[src/rtl/lsu_pkg.sv]
// Shared constants for the load/store unit: funct3 width codes, FSM state encoding
// and the default address width.
package lsu_pkg;

   localparam int unsigned LSU_ADDR_W = 32;

   localparam logic [2:0] F3_B  = 3'b000;
   localparam logic [2:0] F3_H  = 3'b001;
   localparam logic [2:0] F3_W  = 3'b010;
   localparam logic [2:0] F3_BU = 3'b100;
   localparam logic [2:0] F3_HU = 3'b101;

   localparam logic [1:0] StIdle = 2'd0;
   localparam logic [1:0] StRmw  = 2'd1;
   localparam logic [1:0] StResp = 2'd2;

endpackage

[src/rtl/lsu_align.sv]
// Combinational lane handling: load-lane extraction with zero/sign extension, and
// merging of a byte or halfword store into an existing memory word.
module lsu_align
   import lsu_pkg::*;
(
   input  logic [2:0]  funct3_i,
   input  logic [1:0]  offset_i,
   input  logic [31:0] rd_word_i,
   input  logic [31:0] wdata_i,
   output logic [31:0] load_data_o,
   output logic [31:0] merged_o
);

   logic [4:0]  shamt;
   logic [31:0] shifted;
   logic [31:0] lane_mask;
   logic [31:0] lane_data;

   assign shamt   = {offset_i, 3'b000};
   assign shifted = rd_word_i >> shamt;

   always_comb begin
      load_data_o = shifted;
      case (funct3_i)
         F3_B:    load_data_o = {{24{shifted[7]}}, shifted[7:0]};
         F3_BU:   load_data_o = {24'h000000, shifted[7:0]};
         F3_H:    load_data_o = {{16{shifted[15]}}, shifted[15:0]};
         F3_HU:   load_data_o = {16'h0000, shifted[15:0]};
         default: load_data_o = shifted;
      endcase
   end

   // Replicate store data across all lanes so the mask alone picks the target lane.
   always_comb begin
      if (funct3_i[0]) begin
         lane_mask = 32'h0000_FFFF << shamt;
         lane_data = {2{wdata_i[15:0]}};
      end else begin
         lane_mask = 32'h0000_00FF << shamt;
         lane_data = {4{wdata_i[7:0]}};
      end
      merged_o = (rd_word_i & ~lane_mask) | (lane_data & lane_mask);
   end

endmodule

[src/rtl/load_store_unit.sv]
// Load/store unit: single-cycle loads and word stores, read-modify-write for sub-word
// stores, and error responses for misaligned or illegal requests.
module load_store_unit
   import lsu_pkg::*;
#(
   parameter int unsigned ADDR_W = LSU_ADDR_W
) (
   input  logic              clk,
   input  logic              rst_n,
   input  logic              req,
   input  logic              we,
   input  logic [2:0]        funct3,
   input  logic [ADDR_W-1:0] addr,
   input  logic [31:0]       wdata,
   output logic              ready,
   output logic              done,
   output logic              err,
   output logic [31:0]       rdata,
   output logic              mem_we,
   output logic [ADDR_W-1:0] mem_a,
   output logic [31:0]       mem_wd,
   input  logic [31:0]       mem_rd
);

   logic [1:0]        state_q, state_d;
   logic              err_q, err_d;
   logic [31:0]       rdata_q, rdata_d;
   logic [31:0]       data_q, data_d;
   logic [ADDR_W-1:0] addr_q, addr_d;

   logic [ADDR_W-1:0] word_a;
   logic              illegal, misaligned, bad;
   logic [31:0]       load_data, merged;

   assign word_a     = {addr[ADDR_W-1:2], 2'b00};
   assign illegal    = (funct3 == 3'b011) || (funct3[2:1] == 2'b11) || (we && funct3[2]);
   assign misaligned = ((funct3[1:0] == 2'b01) && addr[0]) ||
                       ((funct3[1:0] == 2'b10) && (addr[1:0] != 2'b00));
   assign bad        = illegal || misaligned;

   lsu_align u_align (
      .funct3_i    (funct3),
      .offset_i    (addr[1:0]),
      .rd_word_i   (mem_rd),
      .wdata_i     (wdata),
      .load_data_o (load_data),
      .merged_o    (merged)
   );

   always_comb begin
      state_d = state_q;
      err_d   = err_q;
      rdata_d = rdata_q;
      addr_d  = addr_q;
      data_d  = data_q;
      mem_we  = 1'b0;
      mem_a   = word_a;
      mem_wd  = wdata;
      case (state_q)
         StIdle: begin
            if (req) begin
               state_d = StResp;
               err_d   = bad;
               if (!bad) begin
                  if (!we) begin
                     rdata_d = load_data;
                  end else if (funct3 == F3_W) begin
                     mem_we = 1'b1;
                  end else begin
                     addr_d  = word_a;
                     data_d  = merged;
                     state_d = StRmw;
                  end
               end
            end
         end
         StRmw: begin
            mem_we  = 1'b1;
            mem_a   = addr_q;
            mem_wd  = data_q;
            state_d = StResp;
         end
         StResp:  state_d = StIdle;
         default: state_d = StIdle;
      endcase
   end

   always_ff @(posedge clk or negedge rst_n) begin
      if (!rst_n) begin
         state_q <= StIdle;
         err_q   <= 1'b0;
         rdata_q <= 32'h0;
         data_q  <= 32'h0;
         addr_q  <= '0;
      end else begin
         state_q <= state_d;
         err_q   <= err_d;
         rdata_q <= rdata_d;
         data_q  <= data_d;
         addr_q  <= addr_d;
      end
   end

   assign ready = (state_q == StIdle);
   assign done  = (state_q == StResp);
   assign err   = done & err_q;
   assign rdata = rdata_q;

endmodule

[config.mk]
export PLATFORM = sky130hd
export DESIGN_NAME = load_store_unit
export DESIGN_NICKNAME = d
export VERILOG_FILES = /design/src/rtl/lsu_pkg.sv /design/src/rtl/lsu_align.sv /design/src/rtl/load_store_unit.sv
export SDC_FILE = /design/constraint.sdc
export NUM_CORES = 1
export LEC_CHECK = 0
export CORE_UTILIZATION = 35
export DETAILED_ROUTE_END_ITERATION = 10
export GPL_ROUTABILITY_DRIVEN = 0
export HOLD_SLACK_MARGIN = 0.15
export PLACE_DENSITY = 0.72
export SLEW_MARGIN = 20
export SYNTH_ARGS = -nofsm -noshare
export SYNTH_HDL_FRONTEND = slang
export SYNTH_SLANG_ARGS = --single-unit
[constraint.sdc]
create_clock -name clk -period 3.02 [get_ports clk]
set_clock_uncertainty 0.2 [all_clocks]
set_input_delay 0.453 -clock clk [delete_from_list [all_inputs] [get_ports clk]]
set_output_delay 0.453 -clock clk [all_outputs]
set_load 0.005 [all_outputs]
### Word level (Yosys, flattened, before mapping)

Cells that the tools add are included.

* bits in registers: 97
* input port bits: 103
* output and inout port bits: 100
* logic and storage cells: 55

* equality and inequality tests: 11
* shifts and indexed selects: 3
* mux-type cells: 15
* bitwise gates (word level): 8
* reductions and logical operators: 13

Operators by type and width (number)
* 2-to-1 mux 32 bit: 4
* case mux 32 bit (4 select lines): 1
* AND 32 bit: 2
* NOT 32 bit: 1
* bitwise OR 32 bit: 1
* << shifter 16 x 5 -> 32 bit (first input constant): 1
* << shifter 8 x 5 -> 32 bit (first input constant): 1
* right shift 32 x 5 -> 32 bit: 1
* 2-to-1 mux 2 bit: 4
* == test 2 bit (second input constant): 3
* == test 3 x 2 -> 1 bit (second input constant): 2
* == test 3 bit (second input constant): 2
* AND reduction 5 bit: 1
* == test 2 x 1 -> 1 bit (second input constant): 2
* logical OR 1 bit: 4
* 2-to-1 mux 1 bit: 4
* case mux 2 bit (2 select lines): 1
* AND reduction 4 bit: 1
* == test 3 x 1 -> 1 bit (second input constant): 1
* logical AND 1 bit: 3
* zero test 3 bit: 1
* NOT 1 bit: 3
* zero test 2 bit: 1
* inequality test 2 bit (second input constant): 1
* other kinds (4): 4

### Depth between registers and ports, before layout

* depth after elaboration: 7
* mapped depth: 7
* gate-level depth less buffers: 4

### Hierarchy

A second synthesis with hierarchy kept.

* cell total of the unflattened synthesis: 473
* area, all modules: 6199.7 um^2

By module, submodules not included
* load_store_unit: instances 1, cells an instance 292, area each 4827.1 um^2, seq. area each 2427.3 um^2
* lsu_align: instances 1, cells an instance 181, area each 1372.6 um^2, seq. area each 0.0 um^2

### Least setup slack after synthesis

OpenSTA, ideal clock, no wires.

* path type: in2reg
* start: input funct3[0]
* end: register rdata_q[2], in the netlist rdata[2]
* setup time: 0.125 ns
* arrival: 2.018 ns
* required time: 2.695 ns
* setup slack: 0.677 ns
* cell stages on the path: 5
* path buffers: 2
* cells stage by stage: buf_2 or4_4 a211oi_4 buf_4 mux2_2

* word-level cells in the longest chain between the ends: 6
* elaborated cells on any way between the ends: 11
* those cells by class: eq/ne: 3; bitwise: 1; reduce/logical: 7

Ends and longest elaborated chain
* start: declaration: line load_store_unit.sv:12 `input logic [2:0] funct3,`
* == test 3 x 2 -> 1 bit (tied with other cells): line load_store_unit.sv:36 `assign illegal = (funct3 == 3'b011) || (funct3[2:1] == 2'b11) || (we && funct3[2]);`
* logical OR 1 bit (tied with other cells): line load_store_unit.sv:36
* logical OR 1 bit, on equally long branches: line load_store_unit.sv:36, load_store_unit.sv:37
* logical OR 1 bit (*): line load_store_unit.sv:39 `assign bad = illegal || misaligned;`
* NOT 1 bit (no source line) (*)
* AND reduction 4 bit (no source line) (*)
* end signal: assignment: line load_store_unit.sv:98 `rdata_q <= rdata_d;`
* end: declaration: line load_store_unit.sv:27 `logic [31:0] rdata_q, rdata_d;`

Mark *: on every way between the ends. The rest lies on a longest branch, timed or not.
A chain may end at the register's enable or synchronous reset.

### Final worst setup path

* start: register state_q[1]
* end: output mem_a[17]

* word-level cells in the longest chain between the ends: 2

Ends and longest elaborated chain
* start: declaration: line load_store_unit.sv:25 `logic [1:0] state_q, state_d;`
* start signal: assignment: line load_store_unit.sv:90 `state_q <= StIdle;`
* start signal: assignment: line load_store_unit.sv:96 `state_q <= state_d;`
* == test 2 x 1 -> 1 bit: line load_store_unit.sv:59 `case (state_q)`
* 2-to-1 mux 32 bit: line load_store_unit.sv:59
* end: declaration: line load_store_unit.sv:20 `output logic [ADDR_W-1:0] mem_a,`

No other way between the ends.

==> impl_metrics.csv <==
group,metric,value,unit
synth,ys_ff_latch,97,
synth,synthFlopType,"dfrtp_1",
power_and_ir_drop,power_switching,0.001175,W
final_layout,n_antenna_cell,0,
route,drtAntennaViolNets,0,
placement,placed_cell_area,7551,sq um
route,met3_length,779,microns
clock_tree,cts-buffers-inserted,9,
worst_setup_path,reg2reg_slack,0.69,ns
timing,slew_headroom,47.79,%
timing,tns,0,ns
clock_tree,cts_root_buf,"clkbuf_16",
route,via_per_inst,5.203,
run_status,status,"finished, violations left",
synth,synth-seq-area-share,45.49,%
route,drtIter0Drc,225,
synth,ys_warn_count,0,
clock_tree,post_cts_resized,0,
route,routedLengthMet1,7048,microns
final_layout,regArea,2427,sq um
route,avgRoutedWirePerCell,18.58,microns
timing,hold_viol,0,
clock_tree,cts_max_level,3,
route,wl,16220,microns
floorplan,die_area,15740,sq um
run_status,violations,"DRC",
power_and_ir_drop,ir_drop,0.0002927,V
power_and_ir_drop,switching_share,27.80,%
synth,avgSynthCellArea,10.74,sq um
worst_setup_path,cp.required,2.37,ns
worst_setup_path,critPathBufInv,2,
worst_setup_path,cp_max_fo,62,
timing,tightest_slew,0.7832,ns
synth,synth_area_leaders,"dfrtp_1 45%, mux2_2 21%, mux2i_1 7.7%",
worst_setup_path,cpMaxStageDelayCell,"clkdlybuf4s50_1",
final_layout,multi_input_area,2751,sq um
synth,netlist_area,5336,sq um
route,drc,12,
timing,max_freq,351.4,MHz
clock_tree,cts_sinks,97,
timing,rsz0062_at_grt,"no",
timing,period_share,94.24,%
final_layout,fin_nets,787,
floorplan,die_h,125.5,microns
worst_setup_path,path_class,"reg -> out",
synth,synth_top_area_share,45.49,%
global_route,antenna_found_initial,0,
floorplan,start_util,36.30,%
power_and_ir_drop,comb_power_share,27.8,%
final_layout,stdcell_area,7869,sq um
final_layout,drive_gt1_share,20.32,%
final_layout,syn2layout_area_growth,47.46,%
power_and_ir_drop,clkPwrFrac,27.9,%
synth,synth_cells,497,
power_and_ir_drop,p_leak,3.258,nW
clock_tree,cts_tree,"done",
synth,synth_area_leader_cell,"dfrtp_1",
floorplan,chipWidth,125.5,microns
route,highest_layer,"met4",
clock_tree,insertion_delay,0.35,ns
synth,async_flop_share,100.0,%
route,drt-pass1-iter-count,8,
floorplan,pin_count,203,
synth,yosysUniqueCellTypes,38,
synth,synth_edf_count,0,
placement,dp_cells,856,
worst_setup_path,crit_chain,"nor2b_4, buf_12, mux2_2, clkdlybuf4s50_1",
worst_setup_path,arrival,2.19,ns
global_route,grt_max_degree,96,
worst_setup_path,crit_family,"buffers and inverters",
route,routed-wl-met2,7993,microns
global_route,grt_pass1_vias,4638,
placement,dp_hpwl,12350,microns
timing,post-route-min-period,2.846,ns
final_layout,stdcell_count,873,
clock_tree,clockBufferDepth,2,
worst_setup_path,cpPeakStageDelay,0.47,ns
global_route,grt_pass1_wl,25540,microns
placement,port_buffers,200,
power_and_ir_drop,p_seq_share,44.3,%
floorplan,rows,44,
clock_tree,path_clk_slew,0.07,ns
global_route,grt_overflow,0,
timing,setup_viol,0,
route,num_vias,4542,
min_path,holdCritPathClass,"reg -> reg",
worst_setup_path,cp-end-kind,"primary output",
run,drv_cap,0,
power_and_ir_drop,intPower,0.003050,W
final_layout,num-fill-cells,1300,
final_layout,utilization,53.53,%
power_and_ir_drop,powerDensity,536.9,nW/um^2
floorplan,core_area,14700,sq um
worst_setup_path,start_kind,"flop",
global_route,grt_use_total,20.98,%
timing,final_max_slew_viol_count,0,
registers in the layout, summed over array words and instances (netlist names):
register	count
data_q	32
addr_q	30
state_q	2
err_q	1
rdata	32
cell type report:
| type | instances | share of cell area, % |
|---|---|---|
| Tap cell | 184 | 2.926 |
| Clock buffer | 10 | 2.910 |
| Timing Repair Buffer | 213 | 27.25 |
| Inverter | 3 | 0.1431 |
| Clock inverter | 6 | 0.9540 |
| Multi-Input combinational cell | 360 | 34.97 |
| Sequential cell | 97 | 30.85 |
kinds of logic after synthesis:
group                  synth area share, %
AO/OA/AOI/OAI                        12.59
XOR/XNOR                            0.1642
buffers and inverters                3.236
flip-flops                           45.49
multiplexers                         29.26
other                              0.07027
AND/OR/NAND/NOR                      9.191
metal layers:
metal | global-route usage, % | vias up
met1 | 26.98 | 2230
met3 | 3.594 | 25
met4 | 8.752 | 0
li1 | - | 2142
met5 | 0 | -
met2 | 34.84 | 145
power groups by stage:
stage | Sequential [W] | Combinational, W | Clock [W]
after global placement | 0.00188 | 0.00114 | 0
after detailed placement | 0.00190 | 0.00118 | 0
after floorplan | 0.00182 | 0.000505 | 0
final | 0.00187 | 0.00117 | 0.00118
after CTS | 0.00188 | 0.00118 | 0.00121
after global routing | 0.00192 | 0.00128 | 0.00126
layout by cell type (no fill, tap or decap), drive strengths merged:
cell type / synthesis / routed
nor2: 29 / 29
or3b: 1 / 1
a31o: 1 / 1
nand4: 2 / 2
or4: 1 / 1
clkdlybuf4s50: 0 / 198
inv: 3 / 5
dlygate4sd3: 0 / 1
o21bai: 2 / 2
nor2b: 10 / 10
conb: 1 / 2
o221ai: 1 / 1
o2bb2ai: 7 / 7
clkinv: 0 / 3
o21ai: 42 / 42
o211ai: 1 / 1
nor3: 1 / 1
clkbuf: 22 / 10
mux2: 101 / 101
nand2b: 2 / 2
o22a: 16 / 16
nor3b: 1 / 1
bufinv: 0 / 1
o21a: 1 / 1
nand3: 1 / 1
a21o: 1 / 1
xnor2: 1 / 1
and2: 9 / 9
a21oi: 24 / 24
o31a: 1 / 1
a211oi: 8 / 8
buf: 16 / 14
or2: 1 / 1
mux2i: 42 / 42
nand2: 51 / 51
dfrtp: 97 / 97
path summary, 6_finish.rpt:
path,start,to,cells after the start
setup / recovery,state_q[1],mem_a[17],4
hold / removal,data_q[6],data_q[6],2
setup reg to reg,state_q[1],rdata[19],4
hold reg to reg,data_q[6],data_q[6],2
max in group asynchronous,rst_n,addr_q[17],3
min in group asynchronous,rst_n,addr_q[8],2
through the flow:
step	hold slack [ns]	setup slack, ns	total power (W)
after global routing	0.3175	0.09707	0.004452
after floorplan	-0.04259	0.6770	0.002328
final	0.2863	0.1740	0.004225
after global placement	0.2631	0.2401	0.003024
after detailed placement	0.2727	0.1773	0.003076
after CTS	0.2890	0.1776	0.004274
repair_timing:
item	4_1_cts	5_1_grt
setup buffers	0	0
endpoints found under the hold margin	58	0
hold buffers	1	0
synth_stat cells, types with 3 or more instances:
master	n
buf_4	3
inv_1	3
dfrtp_1	97
mux2_2	101
and2_1	9
nor2_1	28
buf_1	7
o22a_1	16
clkbuf_1	22
nand2_1	51
mux2i_1	41
buf_2	6
a211oi_1	7
a21oi_1	24
o2bb2ai_1	7
nor2b_1	10
o21ai_0	41
tightest hold or removal path, cell delays in order, from the launching register on:
cell	delay (ns)
dfrtp_1	0.35
nand2_1	0.05
o21ai_0	0.06
(Power assumes the default switching activity.)
